===== src/rtl/sys_array_pkg.sv =====
// Shared types and width helpers for the systolic-array sequencer.
package sys_array_pkg;

    // Controller phases, in the order a job walks through them.
    typedef enum logic [2:0] {
        IDLE,
        LOAD,
        CLEAR,
        FEED,
        FLUSH,
        UNLOAD
    } ctrl_state_t;

    // Width of the wavefront step counter; must hold 0..3N-3 and t+1.
    function automatic int step_w(input int dim);
        return (dim > 0) ? $clog2(3 * dim) : 1;
    endfunction

    // Width of a row/column index; at least one bit so N=1 still elaborates.
    function automatic int idx_w(input int dim);
        return (dim > 1) ? $clog2(dim) : 1;
    endfunction

endpackage


===== src/rtl/sys_array_skew.sv =====
// Skewed edge generator: lane g carries element (t-g) of its row (row mode)
// or column (column mode), and zero outside the matrix.
module sys_array_skew
    import sys_array_pkg::*;
#(
    parameter int n           = 4,
    parameter int matrix_size = 4,
    parameter bit col_mode    = 1'b0
) (
    input  logic [step_w(matrix_size)-1:0]                 t,
    input  logic [matrix_size-1:0][matrix_size-1:0][n-1:0] mat,
    output logic [matrix_size-1:0][n-1:0]                  lane
);

    localparam int TW = step_w(matrix_size);
    localparam int IW = idx_w(matrix_size);

    genvar g;
    generate
        for (g = 0; g < matrix_size; g++) begin : g_lane
            logic [TW:0]   d;
            logic [IW-1:0] k;
            logic          hit;

            // One extra bit so t < g shows up as a set sign bit.
            assign d   = {1'b0, t} - (TW+1)'(g);
            assign hit = !d[TW] && (d < (TW+1)'(matrix_size));
            assign k   = d[IW-1:0];

            if (col_mode) begin : g_col
                assign lane[g] = hit ? mat[k][g] : '0;
            end else begin : g_row
                assign lane[g] = hit ? mat[g][k] : '0;
            end
        end
    endgenerate

endmodule


===== src/rtl/sys_array_ctrl.sv =====
// Sequencer for an output-stationary N x N systolic multiply array:
// loads A/B row by row, clears the PEs, drives the skewed wavefront,
// flushes the PE pipeline and streams C back one row per beat.
module sys_array_ctrl
    import sys_array_pkg::*;
#(
    parameter int n           = 4,
    parameter int matrix_size = 4,
    parameter int pe_lat      = 1
) (
    input  logic                                             clk,
    input  logic                                             nrst,
    input  logic                                             start,
    input  logic                                             in_valid,
    output logic                                             in_ready,
    input  logic [matrix_size-1:0][n-1:0]                    in_a,
    input  logic [matrix_size-1:0][n-1:0]                    in_b,
    output logic                                             pe_clr,
    output logic                                             pe_en,
    output logic [matrix_size-1:0][n-1:0]                    pe_a_edge,
    output logic [matrix_size-1:0][n-1:0]                    pe_b_edge,
    input  logic [matrix_size-1:0][matrix_size-1:0][2*n-1:0] pe_c,
    output logic                                             out_valid,
    input  logic                                             out_ready,
    output logic [matrix_size-1:0][2*n-1:0]                  out_row,
    output logic [idx_w(matrix_size)-1:0]                    out_idx,
    output logic                                             busy,
    output logic                                             done
);

    localparam int TW = step_w(matrix_size);
    localparam int IW = idx_w(matrix_size);
    localparam int FW = (pe_lat > 1) ? $clog2(pe_lat) : 1;

    localparam logic [TW-1:0] LAST_T   = TW'(3 * matrix_size - 3);
    localparam logic [IW-1:0] LAST_IDX = IW'(matrix_size - 1);
    localparam logic [FW-1:0] LAST_FL  = FW'((pe_lat > 0) ? pe_lat - 1 : 0);

    ctrl_state_t state;

    logic [IW-1:0] k;      // load beat
    logic [TW-1:0] t;      // wavefront step
    logic [FW-1:0] fcnt;   // flush cycles elapsed
    logic [IW-1:0] r;      // unload row

    logic [matrix_size-1:0][matrix_size-1:0][n-1:0] mem_a;
    logic [matrix_size-1:0][matrix_size-1:0][n-1:0] mem_b;

    logic [TW-1:0]                t_nxt;
    logic [matrix_size-1:0][n-1:0] skew_a;
    logic [matrix_size-1:0][n-1:0] skew_b;

    // Edges are registered, so compute the step that will be live next cycle:
    // step 0 while in CLEAR, t+1 while in FEED.
    assign t_nxt = (state == FEED) ? t + 1'b1 : t;

    sys_array_skew #(
        .n           (n),
        .matrix_size (matrix_size),
        .col_mode    (1'b0)
    ) u_skew_a (
        .t    (t_nxt),
        .mat  (mem_a),
        .lane (skew_a)
    );

    sys_array_skew #(
        .n           (n),
        .matrix_size (matrix_size),
        .col_mode    (1'b1)
    ) u_skew_b (
        .t    (t_nxt),
        .mat  (mem_b),
        .lane (skew_b)
    );

    // Operand storage; deliberately survives reset.
    always_ff @(posedge clk) begin
        if (state == LOAD && in_valid && in_ready) begin
            mem_a[k] <= in_a;
            mem_b[k] <= in_b;
        end
    end

    // Job sequencer with registered control and edge outputs.
    always_ff @(posedge clk) begin
        if (!nrst) begin
            state     <= IDLE;
            k         <= '0;
            t         <= '0;
            fcnt      <= '0;
            r         <= '0;
            in_ready  <= 1'b0;
            pe_clr    <= 1'b0;
            pe_en     <= 1'b0;
            pe_a_edge <= '0;
            pe_b_edge <= '0;
            out_valid <= 1'b0;
            busy      <= 1'b0;
        end else begin
            case (state)
                IDLE: begin
                    if (start) begin
                        state    <= LOAD;
                        k        <= '0;
                        in_ready <= 1'b1;
                        busy     <= 1'b1;
                    end
                end
                LOAD: begin
                    if (in_valid && in_ready) begin
                        if (k == LAST_IDX) begin
                            state    <= CLEAR;
                            k        <= '0;
                            in_ready <= 1'b0;
                            pe_clr   <= 1'b1;
                            t        <= '0;
                        end else begin
                            k <= k + 1'b1;
                        end
                    end
                end
                CLEAR: begin
                    state     <= FEED;
                    pe_clr    <= 1'b0;
                    pe_en     <= 1'b1;
                    pe_a_edge <= skew_a;
                    pe_b_edge <= skew_b;
                end
                FEED: begin
                    if (t == LAST_T) begin
                        pe_a_edge <= '0;
                        pe_b_edge <= '0;
                        fcnt      <= '0;
                        if (pe_lat == 0) begin
                            state     <= UNLOAD;
                            pe_en     <= 1'b0;
                            out_valid <= 1'b1;
                            r         <= '0;
                        end else begin
                            state <= FLUSH;
                        end
                    end else begin
                        t         <= t + 1'b1;
                        pe_a_edge <= skew_a;
                        pe_b_edge <= skew_b;
                    end
                end
                FLUSH: begin
                    if (fcnt == LAST_FL) begin
                        state     <= UNLOAD;
                        fcnt      <= '0;
                        pe_en     <= 1'b0;
                        out_valid <= 1'b1;
                        r         <= '0;
                    end else begin
                        fcnt <= fcnt + 1'b1;
                    end
                end
                UNLOAD: begin
                    if (out_ready) begin
                        if (r == LAST_IDX) begin
                            state     <= IDLE;
                            out_valid <= 1'b0;
                            busy      <= 1'b0;
                            r         <= '0;
                        end else begin
                            r <= r + 1'b1;
                        end
                    end
                end
                default: begin
                    state <= IDLE;
                end
            endcase
        end
    end

    // Accumulators hold during UNLOAD, so the row is read straight off the array.
    always_comb begin
        out_row = '0;
        if (out_valid) begin
            out_row = pe_c[r];
        end
    end

    assign out_idx = r;

    // The last handshake is only known in its own cycle, hence combinational.
    assign done = out_valid && out_ready && (r == LAST_IDX);

endmodule

===== config.mk =====
export PLATFORM = sky130hd
export DESIGN_NAME = sys_array_ctrl
export DESIGN_NICKNAME = d
export VERILOG_FILES = /design/src/rtl/sys_array_pkg.sv /design/src/rtl/sys_array_skew.sv /design/src/rtl/sys_array_ctrl.sv
export SDC_FILE = /design/constraint.sdc
export NUM_CORES = 1
export LEC_CHECK = 0
export CAP_MARGIN = 30
export CORE_AREA = 2 2 137 126
export DETAILED_ROUTE_END_ITERATION = 8
export DIE_AREA = 0 0 139 128
export PLACE_DENSITY = 0.85
export SLEW_MARGIN = 15
export SYNTH_ARGS = -nofsm -noshare
export SYNTH_HDL_FRONTEND = slang
export SYNTH_SLANG_ARGS = --single-unit

===== constraint.sdc =====
create_clock -name clk -period 6 [get_ports clk]
set_clock_uncertainty 0.2 [all_clocks]
set_input_delay 0.9 -clock clk [delete_from_list [all_inputs] [get_ports clk]]
set_output_delay 0.9 -clock clk [all_outputs]
set_load 0.01 [all_outputs]

## Yosys cells after proc, flatten, opt, wreduce, memory -nomap -nowiden

Index checks and enable logic that the tools add are counted.

| operators by class | value |
|---|---|
| add/subtract/negate cells | 7 |
| multiply operators | 0 |
| div/mod/pow operators | 0 |
| $lt $le $gt $ge | 11 |
| equality and inequality tests | 16 |
| shift operators | 0 |
| multiplexer cells | 73 |
| bitwise logic cells | 0 |
| reduce and logical (&&, ||, !) cells | 31 |

Operator list:

| operator | count |
|---|---|
| binary-select mux 16 bit (select 2 bit) | 4 |
| bitwise mux 64 bit | 2 |
| 2-to-1 mux 4 bit | 17 |
| binary-select mux 32 bit (select 2 bit) | 1 |
| 2-to-1 mux 16 bit | 4 |
| 2-to-1 mux 32 bit | 2 |
| one-hot mux 16 bit (2 select lines) | 2 |
| binary-select mux 4 bit (select 2 bit) | 4 |
| demux 16 bit (select 2 bit) | 1 |
| 2-to-1 mux 3 bit | 7 |
| < comparator 2 x 3 -> 1 bit, second input constant | 6 |
| one-hot mux 3 bit (6 select lines) | 1 |
| AND reduction 4 bit | 4 |
| nonzero test 2 bit | 8 |
| < comparator 5 x 3 -> 1 bit, second input constant | 3 |
| 2-to-1 mux 12 bit | 1 |
| 2-to-1 mux 2 bit | 6 |
| one-hot mux 1 bit (2 select lines) | 6 |
| 2-to-1 mux 1 bit | 11 |
| inequality test 2 bit, second input constant | 5 |
| subtractor 4 x 2 -> 5 bit, second input constant | 2 |
| logical AND 1 bit | 9 |
| AND reduction 3 bit | 3 |
| 2-to-1 mux 8 bit | 1 |
| other kinds (18) | 28 |

| word-level totals | value |
|---|---|
| register bits | 177 |
| latch bits | 0 |
| RAM bits | 0 |
| bits in read-only memories | 0 |
| bits of input ports | 165 |
| output and inout port bits | 72 |
| word-level logic and storage cells | 188 |
| memories | 0 |

## Depth between registers and ports, before layout

| logic depth | value |
|---|---|
| depth in word-level cells | 8 |
| depth in mapped cells | 15 |
| gate-level depth less buffers | 10 |

## Modules after synthesis

Synthesis repeated with hierarchy kept, for this count alone.

| second synthesis, totals | value |
|---|---|
| cells, all modules | 572 |
| area total of the unflattened synthesis | 8355.5 µm² |

Modules (own cells, without submodules):

| module | times used | cells each | area an instance (µm²) | seq. area each (µm²) |
|---|---|---|---|---|
| sys_array_ctrl | 1 | 459 | 6980.4 | 4804.6 |
| sys_array_skew (u_skew_b) | 1 | 57 | 690.7 | 0.0 |
| sys_array_skew (u_skew_a) | 1 | 56 | 684.4 | 0.0 |

## Worst setup path after synthesis

Ideal clock, no wire load.

| timing | value |
|---|---|
| path kind | register to register |
| start point | register t[1] |
| end point | register pe_a_edge[12] (netlist name) |
| library setup time | 0.117 ns |
| data arrival time | 2.898 ns |
| data required time | 5.683 ns |
| path slack | 2.786 ns |
| stages on the path, launching flop included | 14 |
| path buffers | 5 |
| period minus slack after synthesis | 3.214 ns |
| path through | dfxtp_1 -> clkbuf_1 -> inv_1 -> ha_1 -> buf_4 -> nand4bb_1 -> buf_4 -> a21boi_1 -> inv_1 -> buf_2 -> ha_1 -> buf_1 -> mux4_2 -> a22o_1 |

| between the ends | value |
|---|---|
| longest elaborated chain between the ends | 8 |
| elaborated cells between the ends (all ways) | 12 |
| classes of those cells | add/sub (2); order compare (1); eq/ne (1); mux (6); reduce/logical (2) |

Ends and longest elaborated chain:

| item | line | RTL |
|---|---|---|
| from (decl) | sys_array_ctrl.sv:42 | `logic [TW-1:0] t;` |
| from (signal assigned) | sys_array_ctrl.sv:144 | `t <= t + 1'b1;` |
| adder 4 x 1 -> 4 bit | sys_array_ctrl.sv:55 | `assign t_nxt = (state == FEED) ? t + 1'b1 : t;` |
| 2-to-1 mux 4 bit | sys_array_ctrl.sv:55 |  |
| subtractor 4 x 2 -> 5 bit | sys_array_skew.sv:26 | `assign d = {1'b0, t} - (TW+1)'(g);` |
| < comparator 5 x 3 -> 1 bit, or another cell as far along | sys_array_skew.sv:27 | `assign hit = !d[TW] && (d < (TW+1)'(matrix_size));` |
| logical AND 1 bit / 2-to-1 mux 4 bit (equally long branches) | sys_array_skew.sv:27, sys_array_skew.sv:33 |  |
| 2-to-1 mux 4 bit | sys_array_skew.sv:33 | `assign lane[g] = hit ? mat[g][k] : '0;` |
| 2-to-1 mux 16 bit | sys_array_ctrl.sv:131 | `if (t == LAST_T) begin` |
| one-hot mux 16 bit (2 select lines) * | sys_array_ctrl.sv:101 | `case (state)` |
| to (signal assigned) | sys_array_ctrl.sv:127 | `pe_a_edge <= skew_a;` |
| to (signal assigned) | sys_array_ctrl.sv:145 | `pe_a_edge <= skew_a;` |
| to (decl) | sys_array_ctrl.sv:20 | `output logic [matrix_size-1:0][n-1:0] pe_a_edge,` |

Mark *: on every way between the ends. The rest lies on a longest branch, timed or not. The select of a mux whose other input is x is not followed.
A chain may end at the register's enable or synchronous reset.

## Worst setup path in the final report

| timing | value |
|---|---|
| start point | register t[1] |
| end point | register pe_b_edge[14] (netlist name) |

| between the ends | value |
|---|---|
| longest elaborated chain between the ends | 8 |
| elaborated cells between the ends (all ways) | 12 |
| classes of those cells | add/sub (2); order compare (1); eq/ne (1); mux (6); reduce/logical (2) |

Ends and longest elaborated chain:

| item | line | RTL |
|---|---|---|
| adder 4 x 1 -> 4 bit | sys_array_ctrl.sv:55 |  |
| 2-to-1 mux 4 bit | sys_array_ctrl.sv:55 |  |
| subtractor 4 x 2 -> 5 bit | sys_array_skew.sv:26 |  |
| < comparator 5 x 3 -> 1 bit, or another cell as far along | sys_array_skew.sv:27 |  |
| logical AND 1 bit / 2-to-1 mux 16 bit (equally long branches) | sys_array_skew.sv:27, sys_array_skew.sv:31 |  |
| 2-to-1 mux 4 bit | sys_array_skew.sv:31 | `assign lane[g] = hit ? mat[k][g] : '0;` |
| 2-to-1 mux 16 bit | sys_array_ctrl.sv:131 |  |
| one-hot mux 16 bit (2 select lines) * | sys_array_ctrl.sv:101 |  |
| to (signal assigned) | sys_array_ctrl.sv:128 | `pe_b_edge <= skew_b;` |
| to (signal assigned) | sys_array_ctrl.sv:146 | `pe_b_edge <= skew_b;` |
| to (decl) | sys_array_ctrl.sv:21 | `output logic [matrix_size-1:0][n-1:0] pe_b_edge,` |

Marks and branches as above.

==> metrics.csv <==
stage;metric;value;unit
timing;number of pins with negative max-slew slack in the final report;0;
grt;global-route wire length before repair;38560;um
yosys;flip-flop and latch count after synthesis;176;
timing;Least-Margin Pin Slew;0.8319;ns
yosys;library cell with the highest instance count after synthesis;sky130_fd_sc_hd__edfxtp_1;
clock_network;Post-CTS Setup Repair Bufs;0;
finish;area used by sequential logic in the layout;4806;um^2
yosys;Async S/R FF share, synth;0;
yosys;cell type contributing the most total cell area after synthesis;sky130_fd_sc_hd__edfxtp_1;
finish;share of cells above drive strength 1;0.1724;
clock_network;post-CTS resize count;0;
die;number of placement rows;45;
run;max-capacitance violation count;0;
routing;routed vias;6397;
die;Die Y;128;um
power;largest voltage drop on the vdd net;304.7;uV
routing;Avg WL per Cell;24.72;um
die;Top-Level Pins;237;
routing;post-route ant nets;0;
critical_path;sort of element at the end of the critical path;flop;
routing;Initial DRC Count;519;
timing;Sum Neg Setup Slack;0;ns
finish;number of nets in the final layout;973;
clock_network;Clk Tree Root Cell;sky130_fd_sc_hd__clkbuf_16;
timing;final worst-path cycle share;0.6970;
yosys;Synth Instances;572;
grt;antenna violations before repair;5;
worst_hold_path;Tightest Hold Check Type;flop to flop;
clock_network;deepest level of the CTS H-tree;4;
yosys;largest cells by area after synthesis;sky130_fd_sc_hd__edfxtp_1 46%, sky130_fd_sc_hd__mux4_2 14%, sky130_fd_sc_hd__dfxtp_1 11%;
yosys;count of cell types in the netlist;55;
yosys;Warnings, synthesis;0;
clock_network;TritonCTS Buffers;17;
routing;Initial DRT Pass Iterations;5;
clock_network;worst skew pair latency;0.43;ns
grt;largest net degree at the start of global routing;36;
grt;overflow left after global routing;0;
yosys;most common library cells after synthesis;128 x sky130_fd_sc_hd__edfxtp_1, 52 x sky130_fd_sc_hd__mux4_2, 48 x sky130_fd_sc_hd__dfxtp_1;
power;pwr dens;235.4;nW/um^2
die;DIE AREA;17790;um^2
place;instance area after placement;10920;um^2
place;final HPWL from detailed placement;17460;um
die;core area;16440;um^2
die;Die X;139;um
die;initial standard-cell utilization of the core;0.5097;
finish;fill cell count;1033;
clock_network;Post-CTS Hold Fix Bufs;0;
yosys;Post-Synthesis Cell Area;8381;um^2
critical_path;data arrival time of the critical path;4.34;ns
routing;vias per cell;6.223;
yosys;share of synthesized area occupied by flip-flops and latches;0.5733;
critical_path;register-to-register setup slack;1.82;ns
critical_path;CP Class;flop to flop;
yosys;Synth Net Count;746;
yosys;Post-synth EDFFs;128;
finish;multi-input logic area;3316;um^2
timing;number of hold violations in the final report;0;
timing;Tmin final;4.182;ns
finish;synth-to-layout area growth;38.30;%
yosys;dominant synthesized flop cell;sky130_fd_sc_hd__edfxtp_1;
place;number of input and output port buffers inserted;236;
yosys;synthesized area divided by synthesized cell count;14.65;um^2
grt;Overall Global Routing Usage;0.2888;
finish;final std cell area, no fill;11590;um^2
yosys;proportion of netlist area held by the largest area contributor;0.4586;
clock_network;clk slew on worst S/H paths;0.07;ns
routing;drt total wl;25410;um
clock_network;CTS tree;yes;
critical_path;CP Max Fanout;19;
power;LEAKAGE;3.899;nW
timing;Max Clock Freq;239.1;MHz
timing;final setup fails;0;
routing;number of remaining DRC errors;0;
grt;vias in the first global route;6667;
timing;remaining max-slew budget at the tightest pin;0.4417;
clock_network;CTS sink count;176;
clock_network;clock buffer depth;2;
critical_path;CP Data Required Time;6.16;ns
timing;setup repair after global routing missed its margin;no;
place;gpl congestion;0.9447;
run_status;run status;completed;
critical_path;Critical Path Start Type;flop;
-- stage by stage --
stage / power [mW] / worst slack [ns] / hold slack (ns) / cells / utilization
after floorplan: 1.443 / 2.786 / 0.3041 / 572 / -
after global placement: 1.589 / 2.224 / 0.2571 / 985 / 0.6614
after detailed placement: 1.600 / 2.072 / 0.2744 / 987 / 0.6643
after CTS: 2.734 / 1.903 / 0.2901 / 1019 / 0.7016
after global routing: 2.799 / 1.629 / 0.3122 / 1028 / 0.7049
final: 2.728 / 1.818 / 0.2872 / 1028 / 0.7049
-- critical path, stage by stage (launching register included) --
cell                        delay [ns]
sky130_fd_sc_hd__dfxtp_1          0.33
sky130_fd_sc_hd__inv_1            0.05
sky130_fd_sc_hd__ha_1             0.82
sky130_fd_sc_hd__nand4bb_1        0.23
sky130_fd_sc_hd__buf_4            0.28
sky130_fd_sc_hd__a21boi_1         0.20
sky130_fd_sc_hd__buf_4            0.21
sky130_fd_sc_hd__inv_1            0.29
sky130_fd_sc_hd__ha_1             0.34
sky130_fd_sc_hd__a211oi_1         0.25
sky130_fd_sc_hd__nand4_1          0.14
sky130_fd_sc_hd__o21ai_1          0.49
sky130_fd_sc_hd__a22o_1           0.27
-- final cells by class --
type / instances / area share
well taps: 211 / 0.02278
flip-flops and latches: 176 / 0.4147
clock buffers: 22 / 0.04005
diodes: 5 / 0.001080
inverters: 13 / 0.004426
clock inverters: 10 / 0.01285
multi-input cells: 339 / 0.2861
repair buffers: 252 / 0.2181
-- kinds of logic after synthesis --
| group | after synthesis | synth area share |
|---|---|---|
| flip-flops | 176 | 0.5733 |
| XOR/XNOR | 4 | 0.006421 |
| multiplexers | 91 | 0.1992 |
| adder cells (fa/ha/maj) | 9 | 0.01344 |
| AO/OA/AOI/OAI | 104 | 0.09361 |
| buffers and inverters | 57 | 0.03150 |
| AND/OR/NAND/NOR | 131 | 0.08256 |
-- worst paths after layout --
check,from,end,cells after the start
max reg2reg,t[1],pe_b_edge[14],12
min reg2reg,pe_b_edge[10],pe_b_edge[10],1
min,pe_b_edge[10],pe_b_edge[10],1
max,t[1],pe_b_edge[14],12
-- where the power goes --
group          total, mW  switching (mW)  internal [mW]
registers           1.33          0.0164           1.32
logic              0.248          0.0938          0.154
clock network       1.15           0.462          0.684
total               2.73           0.573           2.16
-- cell usage in the layout, fill, tap and decap left out, types with 9 or more instances in the layout --
| cell | synthesis | layout |
|---|---|---|
| sky130_fd_sc_hd__nand3_1 | 16 | 16 |
| sky130_fd_sc_hd__dfxtp_1 | 48 | 47 |
| sky130_fd_sc_hd__and2_1 | 38 | 38 |
| sky130_fd_sc_hd__o22ai_1 | 11 | 11 |
| sky130_fd_sc_hd__inv_1 | 12 | 12 |
| sky130_fd_sc_hd__mux4_2 | 52 | 52 |
| sky130_fd_sc_hd__o21ai_0 | 15 | 15 |
| sky130_fd_sc_hd__nor2_1 | 15 | 15 |
| sky130_fd_sc_hd__mux2_2 | 34 | 34 |
| sky130_fd_sc_hd__nand2_1 | 35 | 35 |
| sky130_fd_sc_hd__clkdlybuf4s50_1 | 0 | 236 |
| sky130_fd_sc_hd__buf_4 | 3 | 10 |
| sky130_fd_sc_hd__ha_1 | 9 | 9 |
| sky130_fd_sc_hd__edfxtp_1 | 128 | 128 |
| sky130_fd_sc_hd__o2111ai_1 | 9 | 9 |
| sky130_fd_sc_hd__a21oi_1 | 12 | 11 |
| sky130_fd_sc_hd__a22o_1 | 16 | 16 |
| sky130_fd_sc_hd__clkbuf_16 | 0 | 17 |
-- per-layer routing --
layer  GRT usage  up-vias  share of wire
li1            -     2750              -
met1      0.3415     3136           0.36
met2      0.5022      440           0.52
met3     0.07247       71          0.092
met4      0.1337        0          0.036
met5           0        -              0
-- flip-flops by register name, summed over array words and instances, names as in the netlist, 2 cells and up --
| signal | count |
|---|---|
| t | 4 |
| mem_b | 64 |
| pe_a_edge | 16 |
| mem_a | 64 |
| state | 3 |
| k | 2 |
| out_idx | 2 |
| pe_b_edge | 16 |
Note: power is estimated with default switching activity, not from simulation.
